===== src/rtl/pd_pkg.sv =====
// Shared encodings for the DPLL phase detector and lock tracker.
package pd_pkg;

  typedef enum logic [1:0] {
    LS_UNLOCKED = 2'b00,
    LS_ACQUIRE  = 2'b01,
    LS_LOCKED   = 2'b10,
    LS_HOLD     = 2'b11
  } lock_state_t;

  typedef enum logic [1:0] {
    ZONE_EARLY = 2'b00,
    ZONE_ON    = 2'b01,
    ZONE_LATE  = 2'b10,
    ZONE_OFF   = 2'b11
  } zone_t;

  // On-time edges needed in HOLD before returning to LOCKED.
  localparam int HOLD_RELOCK = 4;

endpackage


===== src/rtl/pd_zone_classify.sv =====
// Combinational margin classifier: signed error -> saturated magnitude, sign and zone.
module pd_zone_classify
  import pd_pkg::*;
#(
  parameter int ERR_W = 16
) (
  input  logic [ERR_W-1:0] i_err,
  input  logic [ERR_W-2:0] i_win_on,
  input  logic [ERR_W-2:0] i_win_near,
  output logic             o_sign,
  output zone_t            o_zone
);

  logic [ERR_W-2:0] w_negated;
  logic [ERR_W-2:0] w_mag;

  assign o_sign    = i_err[ERR_W-1];
  // Only the low bits of the two's complement negation are needed for |e|.
  assign w_negated = ~i_err[ERR_W-2:0] + 1'b1;

  always_comb begin
    w_mag = i_err[ERR_W-2:0];
    if (o_sign) begin
      // The most negative value has no positive twin, so it saturates.
      w_mag = (i_err[ERR_W-2:0] == '0) ? '1 : w_negated;
    end

    if (w_mag < i_win_on) begin
      o_zone = ZONE_ON;
    end else if (w_mag < i_win_near) begin
      o_zone = o_sign ? ZONE_EARLY : ZONE_LATE;
    end else begin
      o_zone = ZONE_OFF;
    end
  end

endmodule


===== src/rtl/phase_detector_lock.sv =====
// Phase detector with margin zones, per-cell missing/extra edge tracking and a lock FSM.
module phase_detector_lock
  import pd_pkg::*;
#(
  parameter int PHASE_W    = 32,
  parameter int ERR_W      = 16,
  parameter int MISS_W     = 4,
  parameter int MISS_LIMIT = 3,
  parameter int LOCK_COUNT = 16
) (
  input  logic               clk,
  input  logic               reset,
  input  logic               enable,
  input  logic               mode_bb,
  input  logic [ERR_W-2:0]   win_on,
  input  logic [ERR_W-2:0]   win_near,
  input  logic               edge_detected,
  input  logic               bit_tick,
  input  logic [PHASE_W-1:0] nco_phase,
  output logic [ERR_W-1:0]   phase_error,
  output logic               early,
  output logic               late,
  output logic               error_valid,
  output logic [1:0]         margin_zone,
  output logic               missing_pulse,
  output logic               extra_edge,
  output logic [MISS_W-1:0]  consecutive_missing,
  output logic [1:0]         lock_state,
  output logic               locked
);

  localparam int RUN_W     = $clog2(LOCK_COUNT + 1);
  localparam int SAT_MAX   = (1 << MISS_W) - 1;
  localparam int HOLD_LOSS = (2 * MISS_LIMIT > SAT_MAX) ? SAT_MAX : 2 * MISS_LIMIT;

  logic [ERR_W-1:0]  r_phase_error;
  zone_t             r_zone;
  logic              r_error_valid;
  logic              r_early;
  logic              r_late;
  logic              r_missing;
  logic              r_extra;
  logic              r_seen;
  logic [MISS_W-1:0] r_cm;
  lock_state_t       r_state;
  logic              r_locked;
  logic [RUN_W-1:0]  r_run;

  logic              w_edge;
  logic              w_tick;
  logic [ERR_W-1:0]  w_err;
  logic              w_sign;
  zone_t             w_zone;
  logic              w_on;
  logic              w_off;
  logic              w_missing;
  logic [MISS_W-1:0] w_cm_next;
  logic              w_miss_event;
  logic              w_hold_loss;
  logic [RUN_W-1:0]  w_run_inc;

  assign w_edge = enable & edge_detected;
  assign w_tick = enable & bit_tick;
  assign w_err  = nco_phase[PHASE_W-1 -: ERR_W];

  if (PHASE_W > ERR_W) begin : g_phase_lsbs
    logic w_unused_lsbs;
    assign w_unused_lsbs = ^nco_phase[PHASE_W-ERR_W-1:0];
  end

  pd_zone_classify #(.ERR_W(ERR_W)) u_classify (
    .i_err      (w_err),
    .i_win_on   (win_on),
    .i_win_near (win_near),
    .o_sign     (w_sign),
    .o_zone     (w_zone)
  );

  assign w_on  = w_edge && (w_zone == ZONE_ON);
  assign w_off = w_edge && (w_zone == ZONE_OFF);

  // An edge coincident with the tick belongs to the cell that is closing.
  assign w_missing = w_tick & ~(r_seen | w_edge);

  always_comb begin
    w_cm_next = r_cm;
    if (w_tick) begin
      if (w_missing) begin
        w_cm_next = (r_cm == '1) ? r_cm : r_cm + 1'b1;
      end else begin
        w_cm_next = '0;
      end
    end
  end

  assign w_miss_event = w_missing && (w_cm_next == MISS_W'(MISS_LIMIT));
  assign w_hold_loss  = w_missing && (w_cm_next == MISS_W'(HOLD_LOSS));
  assign w_run_inc    = (r_run == RUN_W'(LOCK_COUNT)) ? r_run : r_run + 1'b1;

  always_ff @(posedge clk) begin
    if (reset) begin
      r_phase_error <= '0;
      r_zone        <= ZONE_ON;
      r_error_valid <= 1'b0;
      r_early       <= 1'b0;
      r_late        <= 1'b0;
      r_missing     <= 1'b0;
      r_extra       <= 1'b0;
      r_seen        <= 1'b0;
      r_cm          <= '0;
    end else begin
      r_error_valid <= w_edge;
      r_early       <= w_edge & w_sign;
      r_late        <= w_edge & ~w_sign;
      r_extra       <= w_edge & r_seen;
      r_missing     <= w_missing;
      if (w_edge) begin
        r_phase_error <= mode_bb ? (w_sign ? '1 : ERR_W'(1)) : w_err;
        r_zone        <= w_zone;
      end
      if (!enable) begin
        r_seen <= 1'b0;
        r_cm   <= '0;
      end else begin
        r_cm <= w_cm_next;
        if (w_tick) begin
          r_seen <= 1'b0;
        end else if (w_edge) begin
          r_seen <= 1'b1;
        end
      end
    end
  end

  always_ff @(posedge clk) begin
    if (reset || !enable) begin
      r_state  <= LS_UNLOCKED;
      r_locked <= 1'b0;
      r_run    <= '0;
    end else begin
      if (w_edge) begin
        r_run <= w_on ? w_run_inc : '0;
      end
      unique case (r_state)
        LS_UNLOCKED: begin
          if (w_on) begin
            r_state <= LS_ACQUIRE;
          end
        end
        LS_ACQUIRE: begin
          if (w_off || w_miss_event) begin
            r_state <= LS_UNLOCKED;
            r_run   <= '0;
          end else if (w_on && (w_run_inc == RUN_W'(LOCK_COUNT))) begin
            r_state  <= LS_LOCKED;
            r_locked <= 1'b1;
          end
        end
        LS_LOCKED: begin
          if (w_off || w_miss_event) begin
            r_state <= LS_HOLD;
            r_run   <= '0;
          end
        end
        LS_HOLD: begin
          if (w_off || w_hold_loss) begin
            r_state  <= LS_UNLOCKED;
            r_locked <= 1'b0;
            r_run    <= '0;
          end else if (w_on && (w_run_inc == RUN_W'(HOLD_RELOCK))) begin
            r_state <= LS_LOCKED;
          end
        end
        default: r_state <= LS_UNLOCKED;
      endcase
    end
  end

  assign phase_error         = r_phase_error;
  assign margin_zone         = r_zone;
  assign error_valid         = r_error_valid;
  assign early               = r_early;
  assign late                = r_late;
  assign missing_pulse       = r_missing;
  assign extra_edge          = r_extra;
  assign consecutive_missing = r_cm;
  assign lock_state          = r_state;
  assign locked              = r_locked;

endmodule


===== config.mk =====
export PLATFORM = sky130hd
export DESIGN_NAME = phase_detector_lock
export DESIGN_NICKNAME = d
export VERILOG_FILES = /design/src/rtl/pd_pkg.sv /design/src/rtl/pd_zone_classify.sv /design/src/rtl/phase_detector_lock.sv
export SDC_FILE = /design/constraint.sdc
export NUM_CORES = 1
export LEC_CHECK = 0
export CORE_UTILIZATION = 34
export DETAILED_ROUTE_END_ITERATION = 10
export GPL_TIMING_DRIVEN = 0
export MAX_ROUTING_LAYER = met4
export PLACE_DENSITY_LB_ADDON = 0.12
export RECOVER_POWER = 100
export REMOVE_ABC_BUFFERS = 1
export SLEW_MARGIN = 5
export SYNTH_ARGS = -nofsm -noshare
export SYNTH_HDL_FRONTEND = slang
export SYNTH_SLANG_ARGS = --single-unit

===== constraint.sdc =====
create_clock -name clk -period 5.45 [get_ports clk]
set_clock_uncertainty 0.05 [all_clocks]
set_input_delay 0.8175 -clock clk [delete_from_list [all_inputs] [get_ports clk]]
set_output_delay 0.8175 -clock clk [all_outputs]
set_load 0.01 [all_outputs]

==> results of run 1 <==
## registers in the layout, summed over array words and instances (netlist names)
signal / count
error_valid: 1
locked: 1
lock_state: 2
phase_error: 16
consecutive_missing: 4
margin_zone: 2
extra_edge: 1
r_run: 5
missing_pulse: 1
early: 1
r_seen: 1
late: 1
## cells in the final DEF (no fill, tap or decap), types with 6 or more instances in the layout
master,synthesis,routed
a21oi_1,27,28
and3_1,7,7
nor2b_1,15,15
nor3_1,10,10
o22ai_1,15,15
o211ai_1,5,6
xor2_1,6,6
nand4_1,7,7
nor2_1,33,33
inv_1,42,42
nand3_1,7,7
clkdlybuf4s50_1,0,49
o21ai_0,23,22
nand2_1,34,34
dlygate4sd3_1,0,32
ha_1,37,37
dfxtp_1,36,36
## where the power goes
part / total, mW / switching, mW / leakage, nW / internal (mW)
sequential: 0.280 / 0.00648 / 0.294 / 0.273
clock: 0.238 / 0.102 / 0.0541 / 0.135
combinational: 0.212 / 0.109 / 1.36 / 0.103
total: 0.730 / 0.218 / 1.70 / 0.512
## metrics by stage
stage               TNS, ns  std cells  area (sq um)
floorplan                 0        369          2850
global placement     -0.244        555          3790
detailed placement   -0.290        555          3790
CTS                       0        563          3900
global route              0        563          3900
finish                    0        563          3900
## how the worst max path moves through the flow
stage                     slack [ns]  endpoint     startpoint  depth (start not counted)
after floorplan                 1.12  r_run[3]  nco_phase[17]                         14
after global placement         -0.08  r_run[3]  nco_phase[16]                         15
after detailed placement       -0.11  r_run[3]  nco_phase[16]                         15
after CTS                       0.19  r_run[3]  nco_phase[16]                         15
after global routing            0.05  r_run[3]  nco_phase[16]                         15
final                           0.42  r_run[3]  nco_phase[16]                         15
## area by class of cell
class | count | area [sq um] | share of cell area (%)
Clock buffer | 5 | 68.8 | 1.77
Sequential cell | 36 | 721 | 18.5
Multi-Input combinational cell | 291 | 1970 | 50.4
Inverter | 42 | 158 | 4.04
Clock inverter | 3 | 42.5 | 1.09
Timing Repair Buffer | 81 | 811 | 20.8
Tap cell | 105 | 131 | 3.37
## cells by family (layout without fill, tap and decap cells)
| kind of cell | count (synthesis) | count (layout) | share of synthesized area [%] |
|---|---|---|---|
| compound gates | 100 | 100 | 22.1 |
| simple gates | 141 | 141 | 25.9 |
| buf+inv | 55 | 131 | 7.13 |
| xor+xnor | 11 | 11 | 3.33 |
| fa+ha+maj | 37 | 37 | 16.0 |
| flops | 36 | 36 | 24.9 |
| mux | 2 | 2 | 0.691 |
## routing by layer
| metal | global-route usage [%] | up-vias | routed length, um |
|---|---|---|---|
| met5 | - | - | 0 |
| met4 | 4.23 | 0 | 42 |
| met3 | 3.48 | 5 | 405 |
| met2 | 31.0 | 66 | 3610 |
| met1 | 25.2 | 1324 | 3950 |
| li1 | - | 1503 | - |
## what timing repair did
item | 4_1_cts | 5_1_grt
gates resized for setup | 0 | 2
setup endpoints to repair | 0 | 4
hold endpoints to repair | 0 | 0
## worst min-delay path, cell delays in order, from the launching register on
cell and delay [ns]:
dfxtp_1 0.32, nand2_1 0.05, a21oi_1 0.05
==> run_results.csv, run 1 <==
group,metric,value,unit
clock_tree,clock_latency,0.29,ns
timing,finalSetupViolCount,0,
clock_tree,path_clk_slew,0.08,ns
global_routing,grt_use_total,19.3,%
critical_path,crit_path_end_kind,"flop",
synthesis,async_flop_share,0,%
worst_hold_path,min_path_cells,2,
clock_tree,post-cts-setup-buffers,0,
pwr,power,0.730,mW
synthesis,netlist_instances,382,
floorplan,die_h,94.3,um
synthesis,syn_area,2900,sq um
worst_hold_path,hp-start,"margin_zone[1]",
drt,vias_per_cell,5.15,
timing,hold_viol,0,
drt,dr.pass1.iters,6,
pwr,power_density,187,nW/um^2
drt,routedWlPerCell,14.2,um
clock_tree,cts_tree,"built",
synthesis,ys_seq_area_share,24.9,%
drt,num_vias,2898,
global_routing,overflow,0,
pwr,power.leakage,1.70,nW
finish,n_fill_cell,825,
drt,drc,0,
synthesis,ys_warn_count,0,
critical_path,cp_cell_sequence,"clkdlybuf4s50_1 -> inv_1 -> ha_1 -> or4b_4 -> or3_1 -> a211oi_1 -> a31oi_1 -> ha_1 -> a211oi_1 -> o211ai_1 -> a221oi_2 -> o21a_1 -> nand2_1 -> or3_1 -> a21oi_1",
drt,final_antenna_net_count,0,
run,maxCapViolations,0,
place,gp_congestion,0.852,
synthesis,synth.most_common_cell,"inv_1",
critical_path,reg2reg_depth,9,
floorplan,io_pins,98,
critical_path,cpLargestDelayFamily,"compound AO/OA/AOI/OAI gates",
finish,diodes,0,
floorplan,core_region_area,8220,sq um
critical_path,crit_buf_inv,2,
synthesis,synth_cell_types,53,
timing,final_max_slew_viol_count,0,
clock_tree,numCtsBuffers,5,
critical_path,critPathKind,"primary input to flop",
floorplan,fp.dieW,94.3,um
critical_path,r2r-start,"consecutive_missing[0]",
synthesis,yosysTopAreaCell,"dfxtp_1",
place,hpwl,6320,um
critical_path,crit_fanout,6,
floorplan,dieArea,8890,sq um
clock_tree,cts_sinks,36,
clock_tree,root_buffer,"clkbuf_8",
floorplan,rows,33,
global_routing,grt_max_degree,27,
critical_path,cp.arrival,5.20,ns
critical_path,cp_slowest_cell,"clkdlybuf4s50_1",
timing,finalCriticalPeriod,5.03,ns
timing,max_freq,199,MHz
critical_path,ff2ff_setup_slack,2.87,ns
global_routing,grt_pass1_vias,2767,
place,pre_cts_ws,-0.108,ns
pwr,ir_drop,0.0986,mV
critical_path,cp_slowest_stage_delay,0.57,ns
timing,fin_crit_sh,92.2,%
synthesis,synthFlopType,"dfxtp_1",
finish,area_growth,34.6,%
synthesis,synth_seq_cells,36,
synthesis,synth-edff-count,0,
synthesis,synth_common_cells,"42 x inv_1, 37 x ha_1, 36 x dfxtp_1",
drt,drtIter0Drc,105,
clock_tree,hold_buffers,0,
critical_path,start_kind,"primary input",
timing,hold_slack,0.413,ns
floorplan,start_util,35.3,%
timing,tightest_slew,1.38,ns
synthesis,synth_area_per_cell,7.58,sq um
finish,fin_nets,562,
global_routing,grt_pass1_wl,13100,um
synthesis,yosysTopAreaCellShare,24.9,%
clock_tree,ctsHtreeMaxLevel,2,
timing,relSlewSlack,8.19,%
place,port-buffer-count,81,
run_status,status,"finished, final reports clean",
worst_hold_path,min_to,"margin_zone[1]",
clock_tree,clockBufferDepth,2,
global_routing,antenna_found_initial,0,
drt,routed_wl,8020,um
timing,layout_setup_ws,0.423,ns
finish,final_util,47.4,%
timing,grt_setup_unrepaired,"no",
worst_hold_path,holdCritPathClass,"flop to flop",
critical_path,reg2reg_to,"lock_state[0]",
finish,drive_gt1_share,4.59,%
synthesis,synth_area_leaders,"dfxtp_1 25%, ha_1 16%, inv_1 5.4%",
critical_path,worstPathRequired,5.62,ns
No activity file was read; power rests on OpenSTA's default activity.
==> inputs of run 2 (changes only) <==
SKIP_CTS_REPAIR_TIMING = 1   (was unset)
==> results of run 2 <==
Final layout, timing and power as in run 1 (identical DEF).
